<file path="src/rtl/rsa_pkg.sv">
// rtl/rsa_pkg.sv - shared state encoding and width constants for the RSA modular exponentiator
package rsa_pkg;

   typedef enum logic [2:0] {
      IDLE,
      LOAD,
      SQUARE,
      MULT,
      DONE
   } state_t;

   localparam int RSA_WIDTH = 64;
   localparam int RSA_IDX_W = $clog2(RSA_WIDTH);

endpackage

</file>
<file path="src/rtl/rsa_modexp_mult.sv">
// rtl/rsa_modexp_mult.sv - mod_mult_serial: interleaved shift-add modular multiplier, one bit of b per cycle
module mod_mult_serial #(
   parameter int WIDTH = 64
) (
   input  logic             clk,
   input  logic             reset_n,
   input  logic             go,
   input  logic [WIDTH-1:0] a,
   input  logic [WIDTH-1:0] b,
   input  logic [WIDTH-1:0] n,
   output logic [WIDTH-1:0] p,
   output logic             rdy
);

   localparam int CNT_W = $clog2(WIDTH + 1);

   // acc is WIDTH+2 bits wide so 2*acc + a < 4n cannot overflow mid-step
   logic [WIDTH+1:0] acc;
   logic [WIDTH+1:0] dbl;
   logic [WIDTH+1:0] sum;
   logic [WIDTH+1:0] n_ext;
   logic [WIDTH-1:0] a_r;
   logic [WIDTH-1:0] b_sh;
   logic [CNT_W-1:0] cnt;
   logic             run;

   assign n_ext = {2'b00, n};
   assign p     = acc[WIDTH-1:0];
   assign rdy   = run && (cnt == '0);

   // One MSB-first step: double and reduce, then conditionally add a and reduce
   always_comb begin
      dbl = acc + acc;
      if (dbl >= n_ext) dbl = dbl - n_ext;
      sum = dbl + (b_sh[WIDTH-1] ? {2'b00, a_r} : '0);
      if (sum >= n_ext) sum = sum - n_ext;
   end

   // go reloads operands (also while rdy); otherwise consume one multiplier bit per cycle
   always_ff @(posedge clk or negedge reset_n) begin
      if (!reset_n) begin
         acc  <= '0;
         a_r  <= '0;
         b_sh <= '0;
         cnt  <= '0;
         run  <= 1'b0;
      end else if (go) begin
         acc  <= '0;
         a_r  <= a;
         b_sh <= b;
         cnt  <= CNT_W'(WIDTH);
         run  <= 1'b1;
      end else if (run && cnt != '0) begin
         acc  <= sum;
         b_sh <= b_sh << 1;
         cnt  <= cnt - CNT_W'(1);
      end else begin
         run  <= 1'b0;
      end
   end

endmodule

</file>
<file path="src/rtl/rsa_modexp.sv">
// rtl/rsa_modexp.sv - left-to-right square-and-multiply modexp; RSA_MODEXP_SKIP_LZ_EN skips leading exponent zeros
module rsa_modexp
   import rsa_pkg::*;
#(
   parameter int WIDTH = RSA_WIDTH
) (
   input  logic             clk,
   input  logic             reset_n,
   input  logic             start,
   input  logic [WIDTH-1:0] base,
   input  logic [WIDTH-1:0] exponent,
   input  logic [WIDTH-1:0] modulus,
   output logic [WIDTH-1:0] result,
   output logic             busy,
   output logic             done,
   output logic             err
);

   localparam int IDX_W = (WIDTH == RSA_WIDTH) ? RSA_IDX_W : $clog2(WIDTH);

   state_t           state, state_nxt;
   logic [WIDTH-1:0] base_r, exp_r, mod_r;
   logic [WIDTH-1:0] acc, acc_nxt, result_nxt, acc_one;
   logic [IDX_W-1:0] bit_idx, bit_idx_nxt;
   logic             err_nxt, load_ops;
   logic             mul_go, mul_rdy;
   logic [WIDTH-1:0] mul_a, mul_b, mul_p;

   assign busy    = (state == LOAD) || (state == SQUARE) || (state == MULT);
   assign done    = (state == DONE);
   assign acc_one = (mod_r == WIDTH'(1)) ? '0 : WIDTH'(1);

`ifdef RSA_MODEXP_SKIP_LZ_EN
   logic [IDX_W-1:0] exp_msb;

   // Index of the highest set exponent bit (0 when the exponent is zero)
   always_comb begin
      exp_msb = '0;
      for (int i = 0; i < WIDTH; i++)
         if (exp_r[i]) exp_msb = IDX_W'(i);
   end
`endif

   mod_mult_serial #(.WIDTH(WIDTH)) u_mult (
      .clk     (clk),
      .reset_n (reset_n),
      .go      (mul_go),
      .a       (mul_a),
      .b       (mul_b),
      .n       (mod_r),
      .p       (mul_p),
      .rdy     (mul_rdy)
   );

   // Next state; the multiplier is launched on the cycle leaving the previous state so
   // that SQUARE and MULT each last exactly WIDTH+1 cycles
   always_comb begin
      state_nxt   = state;
      acc_nxt     = acc;
      bit_idx_nxt = bit_idx;
      result_nxt  = result;
      err_nxt     = err;
      load_ops    = 1'b0;
      mul_go      = 1'b0;
      mul_a       = acc;
      mul_b       = acc;
      case (state)
         IDLE: begin
            if (start) begin
               load_ops   = 1'b1;
               result_nxt = '0;
               err_nxt    = 1'b0;
               state_nxt  = LOAD;
            end
         end
         LOAD: begin
            if (mod_r == '0 || base_r >= mod_r) begin
               err_nxt    = 1'b1;
               result_nxt = '0;
               state_nxt  = DONE;
            end else begin
               acc_nxt     = acc_one;
`ifdef RSA_MODEXP_SKIP_LZ_EN
               bit_idx_nxt = exp_msb;
               if (exp_r == '0) begin
                  result_nxt = acc_one;
                  state_nxt  = DONE;
               end else begin
                  mul_go    = 1'b1;
                  mul_a     = acc_one;
                  mul_b     = acc_one;
                  state_nxt = SQUARE;
               end
`else
               bit_idx_nxt = IDX_W'(WIDTH - 1);
               mul_go      = 1'b1;
               mul_a       = acc_one;
               mul_b       = acc_one;
               state_nxt   = SQUARE;
`endif
            end
         end
         SQUARE: begin
            if (mul_rdy) begin
               acc_nxt   = mul_p;
               mul_go    = 1'b1;
               mul_a     = base_r;
               mul_b     = mul_p;
               state_nxt = MULT;
            end
         end
         MULT: begin
            if (mul_rdy) begin
               acc_nxt = exp_r[bit_idx] ? mul_p : acc;
               if (bit_idx == '0) begin
                  result_nxt = acc_nxt;
                  state_nxt  = DONE;
               end else begin
                  bit_idx_nxt = bit_idx - IDX_W'(1);
                  mul_go      = 1'b1;
                  mul_a       = acc_nxt;
                  mul_b       = acc_nxt;
                  state_nxt   = SQUARE;
               end
            end
         end
         DONE: begin
            if (!start) state_nxt = IDLE;
         end
         default: state_nxt = IDLE;
      endcase
   end

   // State, operand latches and datapath registers; reset aborts any operation in flight
   always_ff @(posedge clk or negedge reset_n) begin
      if (!reset_n) begin
         state   <= IDLE;
         base_r  <= '0;
         exp_r   <= '0;
         mod_r   <= '0;
         acc     <= '0;
         bit_idx <= '0;
         result  <= '0;
         err     <= 1'b0;
      end else begin
         state   <= state_nxt;
         acc     <= acc_nxt;
         bit_idx <= bit_idx_nxt;
         result  <= result_nxt;
         err     <= err_nxt;
         if (load_ops) begin
            base_r <= base;
            exp_r  <= exponent;
            mod_r  <= modulus;
         end
      end
   end

endmodule

</file>
<file path="config.mk">
export PLATFORM = sky130hd
export DESIGN_NAME = rsa_modexp
export DESIGN_NICKNAME = d
export VERILOG_FILES = /design/src/rtl/rsa_pkg.sv /design/src/rtl/rsa_modexp_mult.sv /design/src/rtl/rsa_modexp.sv
export SDC_FILE = /design/constraint.sdc
export NUM_CORES = 2
export LEC_CHECK = 0
export ABC_AREA = 1
export CAP_MARGIN = 0
export CORE_UTILIZATION = 53
export CTS_CLUSTER_DIAMETER = 80
export DETAILED_ROUTE_END_ITERATION = 6
export MAX_ROUTING_LAYER = met4
export PLACE_DENSITY = 0.78
export SYNTH_ARGS = -nofsm -noshare
export SYNTH_HDL_FRONTEND = slang
export SYNTH_HIERARCHICAL = 1
export SYNTH_SLANG_ARGS = --single-unit
</file>
<file path="constraint.sdc">
create_clock -name clk -period 7.51 [get_ports clk]
set_input_delay 1.1265 -clock clk [delete_from_list [all_inputs] [get_ports clk]]
set_output_delay 1.1265 -clock clk [all_outputs]
set_load 0.05 [all_outputs]
</file>
==> flow_summary.ini <==
[clock_tree]
cts-htree-levels = 3
clk_pin_slew_ns = 0.06
cts.sinks = 531
insertion_delay_ns = 0.66
cts_tree = done
clockRootBuffer = clkbuf_16
cts_buffers = 67
clk_path_buf_depth = 3

[sta]
finalCritPeriodShare_pct = 97.8
setup_viol = 0
timing.setup.tns_ns = 0
skew_ns = 0.0363
hold_viol = 0
setup_ws_ns = 0.165
clock.fmax_ghz = 0.136
maxSlewHeadroom_pct = 14.1
worst_pin_slew_ns = 1.29
finalMaxSlewViolations = 0
fin_crit_ns = 7.34

[die]
die_h_um = 297
die_w_um = 297
fp.coreArea_um2 = 85800
initial_core_util_pct = 53.8
fp-row-count = 107
io_pins = 262
dieArea_um2 = 88400

[detailed_routing]
post_drt_via_cell_ratio = 5.92
drc_errors = 5
met3_length_um = 34300
dr.first_iter.drc_count = 9012
avgRoutedWirePerCell_um = 23.1
drtPass1Iterations = 7
wl_met1_um = 85100
top_layer_used = met4
vias = 56400
route.met2.wl_um = 86900
postRouteAntennaNets = 0
wl_um = 220000

[synth]
netlist_area_um2 = 46200
synth.area.top_cells = dfrtp_1 (29%), nand2_1 (22%), inv_1 (7.4%)
async_reset_ff_share_pct = 100
syn_avg_cell_area_um2 = 6.24
netlist-cell-type-count = 59
seq_area_frac_synth_pct = 28.8
netlist_top_cells_count = nand2_1 (2672), inv_1 (905), nor2_1 (573)
synth_most_common_cell = nand2_1
synth.net_count = 7865
ys.flop_type = dfrtp_1
yosysTopAreaCell = dfrtp_1
ys_ff_latch = 531
synthCells = 7407
synth_top_area_share_pct = 28.8
synth_edf_count = 0
yosys_warnings = 6

[finish]
nNetsFinal = 8789
area_growth_pct = 27.1
layout-drive-gt1-share_pct = 15.8
final_cells = 9530

[power]
internal-power_mw = 4.94
max-vdd-ir-drop_v = 0.000195
seqPwrFrac_pct = 44.2
pwr-share-clk_pct = 53.2
p_sw_mw = 1.54
p_leak_nw = 32.0
p_sw_share_pct = 23.8
p_per_area_nw_per_um2 = 110
pwr-share-comb_pct = 2.7

[grt]
grt_pass1_vias = 52700
grt_pass1_wl_um = 323000
grt_max_degree = 164
antenna_found_initial = 8
track_usage_pct = 49.6
grt.overflow.total = 0

[placed_design]
portBuffers = 261
dpl.cell_count = 9394
place_ws_ns = -0.426
dp_hpwl_um = 168000
place_congestion = 1.18

[setup_path]
critPathMaxFanout = 14
path_common_cell = nand2_1
cp.required_ns = 8.05
r2r_start = mod_r[54]
slowest_stage = xnor2_1
arrival_ns = 7.88
r2r_setup_slack_ns = 0.17
crit_type = reg2reg
crit_start = mod_r[54]
critical_path.max_stage_delay_ns = 0.55
cp-end-kind = register
start_kind = register

[run_status]
outcome = finished with violations
failed_checks = design-rule violations

[worst_hold_path]
hold_path_class = reg2reg
hold_start = u_mult/a_r[56]

[flow_run]
drv_cap = 0
[routing by layer]
metal  vias to the layer above  GRT usage [%]
met1                     26000           64.6
met3                       806           17.7
li1                      25500              -
met4                         0           22.8
met5                         -              -
met2                      4170           68.0
[state kept, by name, summed over array words and instances, names as in the netlist]
| signal | cells |
|---|---|
| state | 3 |
| u_mult/b_sh | 64 |
| mod_r | 64 |
| u_mult/cnt | 7 |
| result | 64 |
| base_r | 64 |
| bit_idx | 6 |
| u_mult/run | 1 |
| exp_r | 64 |
| u_mult/a_r | 64 |
| u_mult/acc | 65 |
| acc | 64 |
| err | 1 |
[area by class of cell]
cell class                      instances  area [um^2]
Fill cell                            7542        27100
Multi-Input combinational cell       5599        28200
Antenna cell                            8         20.0
Tap cell                             1144         1430
Clock inverter                         24          353
Sequential cell                       531        13300
Timing Repair Buffer                 1212        10000
Inverter                              920         3480
Clock buffer                           92         1920
[logic make-up after synthesis]
logic type | count (synthesis) | synth area share (%)
AND/OR/NAND/NOR | 4077 | 36.5
buffers and inverters | 1277 | 11.8
AO/OA/AOI/OAI | 1106 | 12.9
flip-flops | 531 | 28.8
adder cells (fa/ha/maj) | 263 | 7.17
XOR/XNOR | 153 | 2.90
[worst paths after layout]
path	endpoint	cells after the start
max in group asynchronous	u_mult/acc[50]	2
min	u_mult/a_r[56]	2
min reg2reg	u_mult/a_r[56]	2
max reg2reg	u_mult/acc[35]	44
min in group asynchronous	result[24]	1
max	u_mult/acc[35]	44
[power by group through the flow]
stage / Combinational [mW] / Sequential, mW / Clock [mW]
4_1_cts: 0.176 / 2.86 / 3.42
6_report: 0.173 / 2.86 / 3.44
3_5_place_dp: 0.175 / 2.91 / 0
5_1_grt: 0.188 / 2.86 / 3.53
3_3_place_gp: 0.174 / 2.91 / 0
2_1_floorplan: 0.0000962 / 2.91 / 0
[per-stage QoR]
stage          utilization, %  hold slack (ns)  instance area [um^2]  power, mW
2_1_floorplan               -            0.441                 46200       2.91
6_report                 68.4            0.477                 58700       6.48
5_1_grt                  68.4            0.488                 58700       6.58
3_5_place_dp             64.8            0.459                 55600       3.09
4_1_cts                  67.5            0.474                 57900       6.46
3_3_place_gp             64.8            0.453                 55600       3.09
[cell usage in the layout (no fill, tap or decap), drive strengths merged, types with 42 or more instances in the layout]
cell type / count
nand2: 2732
nand4: 166
o211ai: 42
buf: 951
nor2: 587
o21ai: 468
clkdlybuf4s50: 260
inv: 919
xor2: 84
xnor2: 69
clkbuf: 93
nand3: 499
dfrtp: 531
a21oi: 467
ha: 260
[what timing repair did]
action,in CTS,in global routing
gates resized for setup,12,162
buffers inserted,0,11
hold buffers,0,0
pin swaps,0,15
endpoints found under the setup margin,65,65
cloned,0,1
[worst max-delay path: cells and delay by family (launching register included)]
| family | cells | cell delay, ns |
|---|---|---|
| AOI/OAI and AO/OA | 3 | 0.36 |
| buffers and inverters | 12 | 1.63 |
| xor gates and xnor gates | 2 | 0.86 |
| adders and majority gates | 3 | 1.00 |
| DFF | 1 | 0.43 |
| and+or+nand+nor | 24 | 2.94 |
(Power assumes the default switching activity.)
